$ cat src/rtl/paddle_input_pkg.sv
// Shared pong definitions: paddle FSM state encoding and default debounce timing.
package paddle_input_pkg;

  // 10 ms at 50 MHz
  localparam int unsigned DEBOUNCE_CYCLES_DEF = 500000;
  localparam int unsigned CNT_W_DEF           = 20;

  typedef enum logic [1:0] {
    IDLE = 2'd0,
    UP   = 2'd1,
    DOWN = 2'd2
  } paddle_state_e;

endpackage

$ cat src/rtl/paddle_input_if.sv
// Button/tick inputs and paddle command outputs between gameplay and paddle_input.
interface paddle_input_if;
  logic btn_up;
  logic btn_down;
  logic tick;
  logic input_up;
  logic input_down;
  logic step;

  modport master (output btn_up, btn_down, tick, input input_up, input_down, step);
  modport slave  (input btn_up, btn_down, tick, output input_up, input_down, step);
endinterface

$ cat src/rtl/paddle_input_btn_debounce.sv
// Two-flop synchronizer followed by a consecutive-sample debounce counter.
module btn_debounce
  import paddle_input_pkg::*;
#(
  parameter int unsigned DEBOUNCE_CYCLES = DEBOUNCE_CYCLES_DEF,
  parameter int unsigned CNT_W           = CNT_W_DEF
) (
  input  logic clk,
  input  logic clr_n,
  input  logic btn_i,
  output logic db_o
);
  localparam logic [CNT_W-1:0] CNT_LAST = CNT_W'(DEBOUNCE_CYCLES - 1);

  logic [1:0]       sync_q;
  logic [CNT_W-1:0] cnt_q, cnt_d;
  logic             db_q, db_d;

  always_ff @(posedge clk or negedge clr_n) begin
    if (!clr_n) begin
      sync_q <= '0;
      cnt_q  <= '0;
      db_q   <= 1'b0;
    end else begin
      sync_q <= {sync_q[0], btn_i};
      cnt_q  <= cnt_d;
      db_q   <= db_d;
    end
  end

  // Any cycle where the synchronized level matches the accepted state restarts the count.
  always_comb begin
    cnt_d = '0;
    db_d  = db_q;
    if (sync_q[1] != db_q) begin
      if (cnt_q == CNT_LAST) db_d = ~db_q;
      else                   cnt_d = cnt_q + 1'b1;
    end
  end

  assign db_o = db_q;
endmodule

$ cat src/rtl/paddle_input.sv
// Debounces the two paddle buttons and arbitrates them into up/down command levels
// plus a per-tick step pulse.
module paddle_input
  import paddle_input_pkg::*;
#(
  parameter int unsigned DEBOUNCE_CYCLES = DEBOUNCE_CYCLES_DEF,
  parameter int unsigned CNT_W           = CNT_W_DEF
) (
  input logic           clk,
  input logic           clr_n,
  paddle_input_if.slave bus
);
  logic          up_db, down_db;
  paddle_state_e state_q, state_d;
  logic          step_q, step_d;

  btn_debounce #(.DEBOUNCE_CYCLES(DEBOUNCE_CYCLES), .CNT_W(CNT_W)) u_db_up (
    .clk   (clk),
    .clr_n (clr_n),
    .btn_i (bus.btn_up),
    .db_o  (up_db)
  );

  btn_debounce #(.DEBOUNCE_CYCLES(DEBOUNCE_CYCLES), .CNT_W(CNT_W)) u_db_down (
    .clk   (clk),
    .clr_n (clr_n),
    .btn_i (bus.btn_down),
    .db_o  (down_db)
  );

  always_ff @(posedge clk or negedge clr_n) begin
    if (!clr_n) begin
      state_q <= IDLE;
      step_q  <= 1'b0;
    end else begin
      state_q <= state_d;
      step_q  <= step_d;
    end
  end

  // Both buttons held cancels motion; leaving UP/DOWN always passes through IDLE.
  always_comb begin
    state_d = state_q;
    step_d  = 1'b0;
    if (bus.tick) begin
      step_d = (state_q != IDLE);
      unique case (state_q)
        IDLE: begin
          if (up_db && !down_db)      state_d = UP;
          else if (down_db && !up_db) state_d = DOWN;
        end
        UP:      if (!up_db || down_db) state_d = IDLE;
        DOWN:    if (!down_db || up_db) state_d = IDLE;
        default: state_d = IDLE;
      endcase
    end
  end

  assign bus.input_up   = (state_q == UP);
  assign bus.input_down = (state_q == DOWN);
  assign bus.step       = step_q;
endmodule

$ cat src/flat_wrapper.sv
// flat-port wrapper written by rule: the top's interface ports become plain ports
module paddle_input_flat import paddle_input_pkg::*;
#(
  parameter int unsigned DEBOUNCE_CYCLES = DEBOUNCE_CYCLES_DEF,
  parameter int unsigned CNT_W           = CNT_W_DEF
)
  (clk, clr_n, bus_btn_up, bus_btn_down, bus_tick, bus_input_up, bus_input_down, bus_step);
  paddle_input_if bus_i ();
  input logic clk;
  input logic clr_n;
  input wire logic [$bits(bus_i.btn_up)-1:0] bus_btn_up;
  input wire logic [$bits(bus_i.btn_down)-1:0] bus_btn_down;
  input wire logic [$bits(bus_i.tick)-1:0] bus_tick;
  output wire logic [$bits(bus_i.input_up)-1:0] bus_input_up;
  output wire logic [$bits(bus_i.input_down)-1:0] bus_input_down;
  output wire logic [$bits(bus_i.step)-1:0] bus_step;
  assign bus_i.btn_up = bus_btn_up;
  assign bus_i.btn_down = bus_btn_down;
  assign bus_i.tick = bus_tick;
  assign bus_input_up = bus_i.input_up;
  assign bus_input_down = bus_i.input_down;
  assign bus_step = bus_i.step;
  paddle_input #(.DEBOUNCE_CYCLES(DEBOUNCE_CYCLES), .CNT_W(CNT_W)) u_core (.clk(clk), .clr_n(clr_n), .bus(bus_i));
endmodule
$ cat config.mk
export PLATFORM = sky130hd
export DESIGN_NAME = paddle_input_flat
export DESIGN_NICKNAME = d
export VERILOG_FILES = /design/src/rtl/paddle_input_pkg.sv /design/src/rtl/paddle_input_if.sv /design/src/rtl/paddle_input_btn_debounce.sv /design/src/rtl/paddle_input.sv /design/src/flat_wrapper.sv
export SDC_FILE = /design/constraint.sdc
export NUM_CORES = 1
export LEC_CHECK = 0
export CORE_AREA = 2 2 76 78
export CTS_BUF_LIST = sky130_fd_sc_hd__clkbuf_8
export DETAILED_ROUTE_END_ITERATION = 6
export DIE_AREA = 0 0 78 80
export GPL_ROUTABILITY_DRIVEN = 0
export HOLD_SLACK_MARGIN = 0.1
export PLACE_DENSITY = 0.72
export SKIP_LAST_GASP = 1
export SYNTH_ARGS = -nofsm -noshare
export SYNTH_HDL_FRONTEND = slang
export SYNTH_SLANG_ARGS = --single-unit
$ cat constraint.sdc
create_clock -name clk -period 2.5 [get_ports clk]
set_input_delay 0.5 -clock clk [delete_from_list [all_inputs] [get_ports clk]]
set_output_delay 0.5 -clock clk [all_outputs]
set_load 0.03 [all_outputs]
### Yosys cells after proc, flatten, opt, wreduce, memory -nomap -nowiden

Cells that the tools add are included.

* output and inout bits: 3
* word-level logic and storage cells: 42
* register bits after elaboration: 49
* input bits: 5

* multiplexer cells: 10
* bitwise gates (word level): 2
* $add $sub $neg: 2
* reductions and logical operators: 11
* eq/ne operators: 9

Operators with widths (number)
* two-way mux 20 bit: 4
* adder 20 x 1 -> 20 bit (second input constant): 2
* == test 20 x 19 -> 1 bit (second input constant): 2
* two-way mux 2 bit: 4
* case mux 2 bit (3 select lines): 1
* != test 2 x 1 -> 1 bit (second input constant): 2
* AND reduction 2 bit: 2
* AND reduction 4 bit: 1
* != test 3 x 1 -> 1 bit (second input constant): 1
* == test 2 x 1 -> 1 bit (second input constant): 1
* == test 2 bit (second input constant): 1
* logical AND 1 bit: 2
* logical NOT 1 bit: 2
* logical NOT 2 bit: 1
* logical OR 1 bit: 2
* != test 1 bit: 2
* NOT 1 bit: 2
* nonzero test 2 bit: 1
* two-way mux 1 bit: 1

### Logic depth before layout (Yosys ltp)

Gate-level depths: netlist (run 1).

* depth after elaboration: 5
* gate-level depth with buffers: 6
* gate-level depth less buffers: 5

### Hierarchy

Synthesis (run 1) repeated with hierarchy kept, for this count alone.

* cell total of the unflattened synthesis: 236
* area total of the unflattened synthesis: 2461.1 sq um

Modules (own cells, without submodules)
* btn_debounce: area each 1141.1 sq um, cells an instance 109, sequential area each 575.6 sq um, instances 2
* paddle_input: area each 178.9 sq um, cells an instance 18, sequential area each 75.1 sq um, instances 1

### Least setup slack after synthesis (run 1)

Ideal clock, no wire load.

* kind: register -> register
* start: reg u_core.u_db_up.cnt_q[9]
* end: reg u_core.u_db_up.db_q, in the netlist u_core.u_db_up.db_o
* period minus slack after synthesis: 1921 ps
* library setup time: 125 ps
* slack: 579 ps
* cell stages (with the launch flop): 6
* data required time: 2375 ps
* path buffers: 1
* arrival: 1797 ps
* path through: dfrtp_1 > buf_6 > or4b_1 > or3_4 > nor2_1 > mux2_2

* word-level cells in the longest chain between the ends: 2

Ends and longest elaborated chain
* start, declared: RTL line paddle_input_btn_debounce.sv:16 `logic [CNT_W-1:0] cnt_q, cnt_d;`
* start signal, assigned: RTL line paddle_input_btn_debounce.sv:26 `cnt_q <= cnt_d;`
* == test 20 x 19 -> 1 bit: RTL line paddle_input_btn_debounce.sv:36 `if (cnt_q == CNT_LAST) db_d = ~db_q;`
* AND reduction 2 bit (no line)
* end signal, assigned: RTL line paddle_input_btn_debounce.sv:23 `db_q <= 1'b0;`
* end signal, assigned: RTL line paddle_input_btn_debounce.sv:27 `db_q <= db_d;`
* end, declared: RTL line paddle_input_btn_debounce.sv:17 `logic db_q, db_d;`

No other way between the ends.
A chain may end at the register's enable or synchronous reset.

### Worst setup path in the final report (run 1)

* start: reg u_core.u_db_down.cnt_q[0]
* end: reg u_core.u_db_down.cnt_q[9]

* word-level cells in the longest chain between the ends: 3
* elaborated cells on any way between the ends: 4
* those cells by class: 1 x add/sub; 1 x eq/ne; 2 x mux

Ends and longest elaborated chain
* start, declared: RTL line paddle_input_btn_debounce.sv:16
* start signal, assigned: RTL line paddle_input_btn_debounce.sv:26
* adder 20 x 1 -> 20 bit or == test 20 x 19 -> 1 bit (tied branches): RTL line paddle_input_btn_debounce.sv:37, paddle_input_btn_debounce.sv:36
* two-way mux 20 bit *: RTL line paddle_input_btn_debounce.sv:36
* two-way mux 20 bit *: RTL line paddle_input_btn_debounce.sv:35 `if (sync_q[1] != db_q) begin`
* via u_core.u_db_down.cnt_d[9]: RTL line paddle_input_btn_debounce.sv:16

Mark *: on every way through the listed nets, which the timed path passes. The rest lies on a longest branch.

==> results of run 1 <==
cells in the mapped netlist (2+ instances only):
library cell,instances,area [sq um]
xnor2_1,21,183.9
nand2_1,10,37.54
nand4_1,12,75.07
buf_2,3,15.01
mux2i_1,2,20.02
nor3_1,6,30.03
dfrtp_1,49,1226
a21oi_1,6,30.03
nor4_1,12,75.07
xor2_1,10,87.58
nor4b_1,2,17.52
nor2_1,40,150.1
o31ai_1,3,22.52
inv_1,8,30.03
or3_1,4,25.02
o21ai_0,3,15.01
ha_1,2,25.02
or4_1,3,22.52
mux2_2,3,33.78
nand3_1,13,65.06
buf_6,2,22.52
and4_1,2,17.52
flip-flops by register name (all words and copies together), names as in the netlist:
name / count
u_core.bus.step: 1
u_core.state_q: 2
u_core.u_db_down.cnt_q: 20
u_core.u_db_down.db_o: 1
u_core.u_db_down.sync_q: 2
u_core.u_db_up.cnt_q: 20
u_core.u_db_up.db_o: 1
u_core.u_db_up.sync_q: 2
metrics by stage:
stage,worst slack (ns),power (uW),util
floorplan,0.5787,854.5,-
global placement,0.4863,883.1,0.4639
detailed placement,0.4712,885.5,0.4639
CTS,0.4617,1347,0.4799
global route,0.3020,1389,0.4799
finish,0.4588,1330,0.4799
routing by layer:
layer	up-vias	global-route usage
li1	831	-
met2	25	0.2190
met4	0	0.07018
met3	7	0.03394
met5	-	0
met1	790	0.2187
final timing paths:
path | startpoint | slack [ns] | endpoint | depth (start not counted)
min in group clk | u_core.u_db_down.sync_q[0] | 0.35 | u_core.u_db_down.sync_q[1] | 0
worst max-delay path | u_core.u_db_down.cnt_q[0] | 0.46 | u_core.u_db_down.cnt_q[9] | 6
worst min register to register | u_core.u_db_down.sync_q[0] | 0.35 | u_core.u_db_down.sync_q[1] | 0
worst max register to register | u_core.u_db_down.cnt_q[0] | 0.46 | u_core.u_db_down.cnt_q[9] | 6
worst min-delay path | clr_n | 0.27 | u_core.u_db_down.cnt_q[11] | 2
max in group asynchronous | clr_n | 1.83 | u_core.u_db_up.cnt_q[11] | 2
worst reg2reg max path: stages, from the launching register on:
cell,delay (ns)
dfrtp_1,0.40
ha_1,0.25
nand4_2,0.21
or3_1,0.44
o21bai_2,0.32
buf_4,0.25
nor2_1,0.06
cell usage in the layout (no fill, tap or decap), types with 4 or more instances in the layout:
cell / count
nor4_1: 12
or3_1: 4
nand2_1: 10
a21oi_1: 6
nor2_1: 40
xor2_1: 10
dfrtp_1: 49
clkbuf_8: 6
inv_1: 9
nand4_1: 12
xnor2_1: 21
clkdlybuf4s50_1: 6
nand3_1: 13
nor3_1: 6
area by class of cell:
class                   instances  area (sq um)
well taps                      72         90.09
clock inverters                 1         3.754
multi-input cells             168          1081
flip-flops and latches         49          1226
fillers                       509          2811
repair buffers                  9         80.08
clock buffers                   6         82.58
inverters                       8         30.03
power breakdown:
| group | switching [uW] | internal (uW) | total, uW |
|---|---|---|---|
| sequential | 11.8 | 803 | 815 |
| clock | 246 | 216 | 462 |
| combinational | 35.0 | 18.3 | 53.3 |
logic make-up after synthesis:
logic type                 synth area share
buffers and inverters               0.02845
AOI/OAI and AO/OA                   0.04689
DFF                                  0.5163
adders and majority gates           0.01054
xor gates and xnor gates             0.1143
muxes                               0.02265
and+or+nand+nor                      0.2608
==> results by group, run 1 <==
Routing
  • Met3 WL: 126 microns
  • Top sig layer: met4
  • DRT Pass-1 Iters: 4
  • DR WL/cell: 12.99 microns
  • DR iter-0 viols: 138
  • Remaining DRCs: 0
  • DRT antenna net count: 0
  • Via density: 5.281
  • Met2 WL: 1.769 mm
  • Metal-1 WL: 2.082 mm
  • Wirelength, routed: 4.066 mm
  • Routed via count: 1653

Finish
  • Layout area overhead: 9.220%
  • Final Non-Filler Cells: 313
  • Final instance area: 2594 sq um
  • Layout cell share with drive strength beyond 1: 0.07469
  • Inserted Diodes: 0
  • Final net count: 248

Clocking
  • CTS tree: done
  • # hold bufs at CTS: 0
  • CTS clk-pin slew, worst paths: 0.09 ns
  • Clock Tree Root: clkbuf_8
  • Post-CTS sizing: 0
  • H-tree depth: 2
  • Clk sinks: 49
  • Worst skew pair latency: 0.31 ns
  • Longest Clk Path Bufs: 2
  • # Post-CTS Setup Buffers: 0
  • TritonCTS Buffers: 5

Synth
  • Top_reg_cell synth: dfrtp_1
  • Syn avg cell area: 10.33 sq um
  • Gate Count Post-Synth: 230
  • Yosys cell types: 36
  • Synthesized Nets: 237
  • Mapped Area: 2375 sq um
  • FF+latch count, synth: 49
  • Syn. warnings: 0
  • EDFF count, synth: 0
  • Post-synthesis sequential area ratio: 0.5163
  • FFs w/ async S/R, synth: 1.000

Worst setup path
  • Worst path top cell family by delay: simple AND/OR/NAND/NOR gates
  • Buffers plus inverters on the worst setup path: 1
  • Worst Path Required: 2.69 ns
  • CP max stage delay: 0.44 ns
  • CP max stage cell: or3_1
  • Critical Path End Type: register
  • Crit-path max FO: 10
  • WP data arrival: 2.23 ns
  • Crit path kind: reg -> reg
  • Crit-path cells: ha_1 > nand4_2 > or3_1 > o21bai_2 > buf_4 > nor2_1
  • Startpoint Class: register

STA
  • Slew HR: 0.6082
  • Fmax: 489.9 MHz
  • Minimum hold slack: 0.2717 ns
  • Slew Viols, Final: 0
  • RSZ-0062 raised after global routing: no
  • Setup TNS Final: 0 ns
  • Worst slew pin tran: 0.5877 ns
  • Final setup viols: 0
  • Period utilization: 0.8165
  • Clock Skews: 0.008600 ns
  • Hold Fails Final Rpt: 0
  • Final min period: 2.041 ns

Floorplan
  • Die W: 78 microns
  • Initial cell density of the core: 0.4394
  • I/O Pins: 8
  • Standard-cell rows: 27
  • Die Footprint: 6240 sq um
  • Die height: 80 microns
  • Total core area: 5405 sq um

Placement
  • DP HPWL: 2.784 mm
  • I/O Buffers: 7
  • DP Cell Count: 306
  • Placement Cell Area: 2507 sq um

Global routing
  • First-pass GRT wire length: 7.465 mm
  • Initial antenna violation count: 0
  • Vias in the first global route: 1615
  • Total congestion overflow: 0
  • Global Route Usage Sum: 0.1523
  • Largest net degree at the start of global routing: 50

Run status
  • Outcome: completed

Power
  • Power Dens Cells: 512.6 nW/um^2
  • VDD IR-drop max: 0.0001897 V
  • Leakage: 0.001016 uW

Min path
  • HP Class: in -> async

Flow run
  • Number of max-cap violations: 0
(Power assumes the default switching activity.)
==> run 2: changes to the inputs <==
PLACE_DENSITY = 0.75   (was 0.72)
clock period = 1.7 ns   (was 2.5 ns; I/O delays follow)
==> run 2 against run 1 <==
Effect of this change: the flow now finishes with violations (negative setup slack); design area increased by 15%; core utilization increased by 7.4 points; highest routed layer unchanged; clock skew about the same; sequential power increased by 46%; cell count increased by 12%; combinational power increased by 130%; clock power increased by 74%; maximum frequency increased by 14%; largest power group unchanged; critical endpoint is now u_core.u_db_up.db_o; die area unchanged.
==> results by group, run 2 (same netlist as run 1, synthesis figures left out) <==
Routing
  • Via density: 5.209 (-1.4%)
  • Wirelength, routed: 4.675 mm (+15%)
  • DR iter-0 viols: 75 (-46%)
  • Remaining DRCs: 0 (unchanged)
  • DRT antenna net count: 0 (unchanged)
  • Routed via count: 1823 (+10%)
  • DR WL/cell: 13.36 microns (+2.8%)
  • DRT Pass-1 Iters: 4 (unchanged)

Worst setup path
  • R2R Path End: u_core.u_db_up.db_o
  • Buffers plus inverters on the worst setup path: 0 (-1)
  • Critical Path Start: u_core.u_db_up.cnt_q[10]
  • Worst Reg-to-Reg Cells: 4 (-2)
  • End of the critical path: u_core.u_db_up.db_o
  • Crit-path max FO: 2 (-8)
  • Critical Path End Type: register
  • FF-to-FF Start: u_core.u_db_up.cnt_q[10]
  • WP data arrival: 1.99 ns (-0.24 ns)
  • CP max stage cell: or4b_1
  • Worst path top cell family by delay: simple AND/OR/NAND/NOR gates
  • Crit-path cells: or4b_1 > or3_4 > nor2_4 > mux2_2
  • CP max stage delay: 0.50 ns (+0.06 ns)
  • CP Depth: 4 (-2)
  • Worst Path Required: 1.90 ns (-0.79 ns)
  • Startpoint Class: register
  • Crit path kind: reg -> reg
  • Register-to-register setup slack: -0.09 ns (-0.55 ns)

Finish
  • Layout cell share with drive strength beyond 1: 0.2266 (+0.1519)
  • Most common cell after layout, fill and taps aside: dfrtp_1
  • Commonest non-fill, non-tap cells in the layout: dfrtp_1, nor2_1, buf_4, xnor2_1
  • Final instance area: 2995 sq um (+15%)
  • Layout area overhead: 26.13%
  • Final net count: 285 (+15%)
  • # fillers: 453 (-11%)
  • Multi-input logic area: 1157 sq um (+7.1%)
  • Area taken by flip-flops and latches: 1226 sq um (unchanged)
  • Largest registers: u_core.u_db_down.cnt_q: 20 flops, u_core.u_db_up.cnt_q: 20 flops
  • Inserted Diodes: 0 (unchanged)

STA
  • Fmax: 558.0 MHz (+14%)
  • Final setup viols: 19 (+19)
  • Hold Fails Final Rpt: 0 (unchanged)
  • Period utilization: 1.054 (+0.2378)
  • Final min period: 1.792 ns (-0.2490 ns)
  • Slew Viols, Final: 0 (unchanged)
  • Slew HR: 0.6915 (+0.08332)
  • Clock Skews: 0.008338 ns (-0.0002614 ns)
  • Setup WS post-layout: -0.09227 ns (-0.5510 ns)
  • RSZ-0062 raised after global routing: yes
  • Worst slew pin tran: 0.4627 ns (-0.1250 ns)

Global routing
  • Initial antenna violation count: 0 (unchanged)
  • Largest net degree at the start of global routing: 31 (-38%)
  • Global Route Usage Sum: 0.1660 (+0.01363)
  • First-pass GRT wire length: 8.176 mm (+9.5%)
  • Total congestion overflow: 0 (unchanged)
  • Vias in the first global route: 1822 (+13%)

Floorplan
  • Die W: 78 microns (unchanged)
  • I/O Pins: 8 (unchanged)
  • Initial cell density of the core: 0.4394 (unchanged)
  • Standard-cell rows: 27 (unchanged)
  • Total core area: 5405 sq um (unchanged)
  • Die height: 80 microns (unchanged)
  • Die Footprint: 6240 sq um (unchanged)

Flow run
  • Number of max-cap violations: 0 (unchanged)

Clocking
  • Clock Tree Root: clkbuf_8
  • Worst skew pair latency: 0.31 ns (about the same)
  • Longest Clk Path Bufs: 2 (unchanged)
  • CTS tree: done
  • CTS clk-pin slew, worst paths: 0.09 ns (about the same)
  • H-tree depth: 2 (unchanged)
  • Clk sinks: 49 (unchanged)
  • TritonCTS Buffers: 5 (unchanged)

Placement
  • Placement Cell Area: 2834 sq um (+13%)
  • DP HPWL: 3.344 mm (+20%)
  • I/O Buffers: 7 (unchanged)

Run status
  • Outcome: complete, but fails checks
  • Violations in the final reports: negative setup slack

Min path
  • HP Class: reg -> reg

Power
  • VDD IR-drop max: 0.0003762 V (+98%)
  • Leakage: 0.001244 uW (+22%)
  • Power Dens Cells: 708.1 nW/um^2 (+38%)
  • Total Power: 2121 uW (+60%)
[run 2: per-layer routing]
layer,share of wire,vias up,track usage
li1,-,905,-
met1,0.47,892,0.2149
met2,0.49,22,0.2750
met3,0.024,4,0.03959
met4,0.0083,0,0.05439
met5,0,-,0
[run 2: through the flow]
stage | util | instances | hold slack, ns | setup slack, ns | setup TNS, ns
global placement | 0.5243 | 342 | 0.3095 | -0.07704 | -0.1050
global route | 0.5542 | 350 | 0.3805 | -0.1489 | -1.659
detailed placement | 0.5243 | 342 | 0.3145 | -0.08521 | -0.3477
floorplan | - | 230 | 0.04441 | -0.1272 | -1.185
CTS | 0.5461 | 350 | 0.3547 | -0.09806 | -0.6241
finish | 0.5542 | 350 | 0.3529 | -0.09227 | -0.6619
[run 2: cell type report]
cell class	count	area share
Inverter	8	0.01003
Timing Repair Buffer	46	0.1295
Sequential cell	49	0.4094
Clock inverter	2	0.01170
Multi-Input combinational cell	168	0.3864
Tap cell	72	0.03008
Clock buffer	5	0.02297
[run 2: worst min path at each step]
stage	from	endpoint	slack, ns	depth (start not counted)
floorplan	clr_n	u_core.bus.step	0.04	0
global placement	clr_n	u_core.u_db_down.cnt_q[8]	0.31	1
detailed placement	clr_n	u_core.u_db_down.cnt_q[9]	0.31	1
CTS	u_core.u_db_down.sync_q[0]	u_core.u_db_down.sync_q[1]	0.35	0
global route	u_core.u_db_down.sync_q[0]	u_core.u_db_down.sync_q[1]	0.38	0
finish	u_core.u_db_down.sync_q[0]	u_core.u_db_down.sync_q[1]	0.35	0
[run 2: timing repair]
action | in CTS | in global routing
resized for setup | 3 | 8
endpoints found under the hold margin | 19 | 0
hold buffers | 1 | 0
buffers inserted | 0 | 0
endpoints found under the setup margin | 22 | 24
pin swaps | 0 | 5
[run 2: power breakdown]
part	switching [uW]	internal (uW)	total, uW
logic	65.4	56.3	122
clock network	377	428	805
registers	13.5	1180	1190
total	456	1660	2120
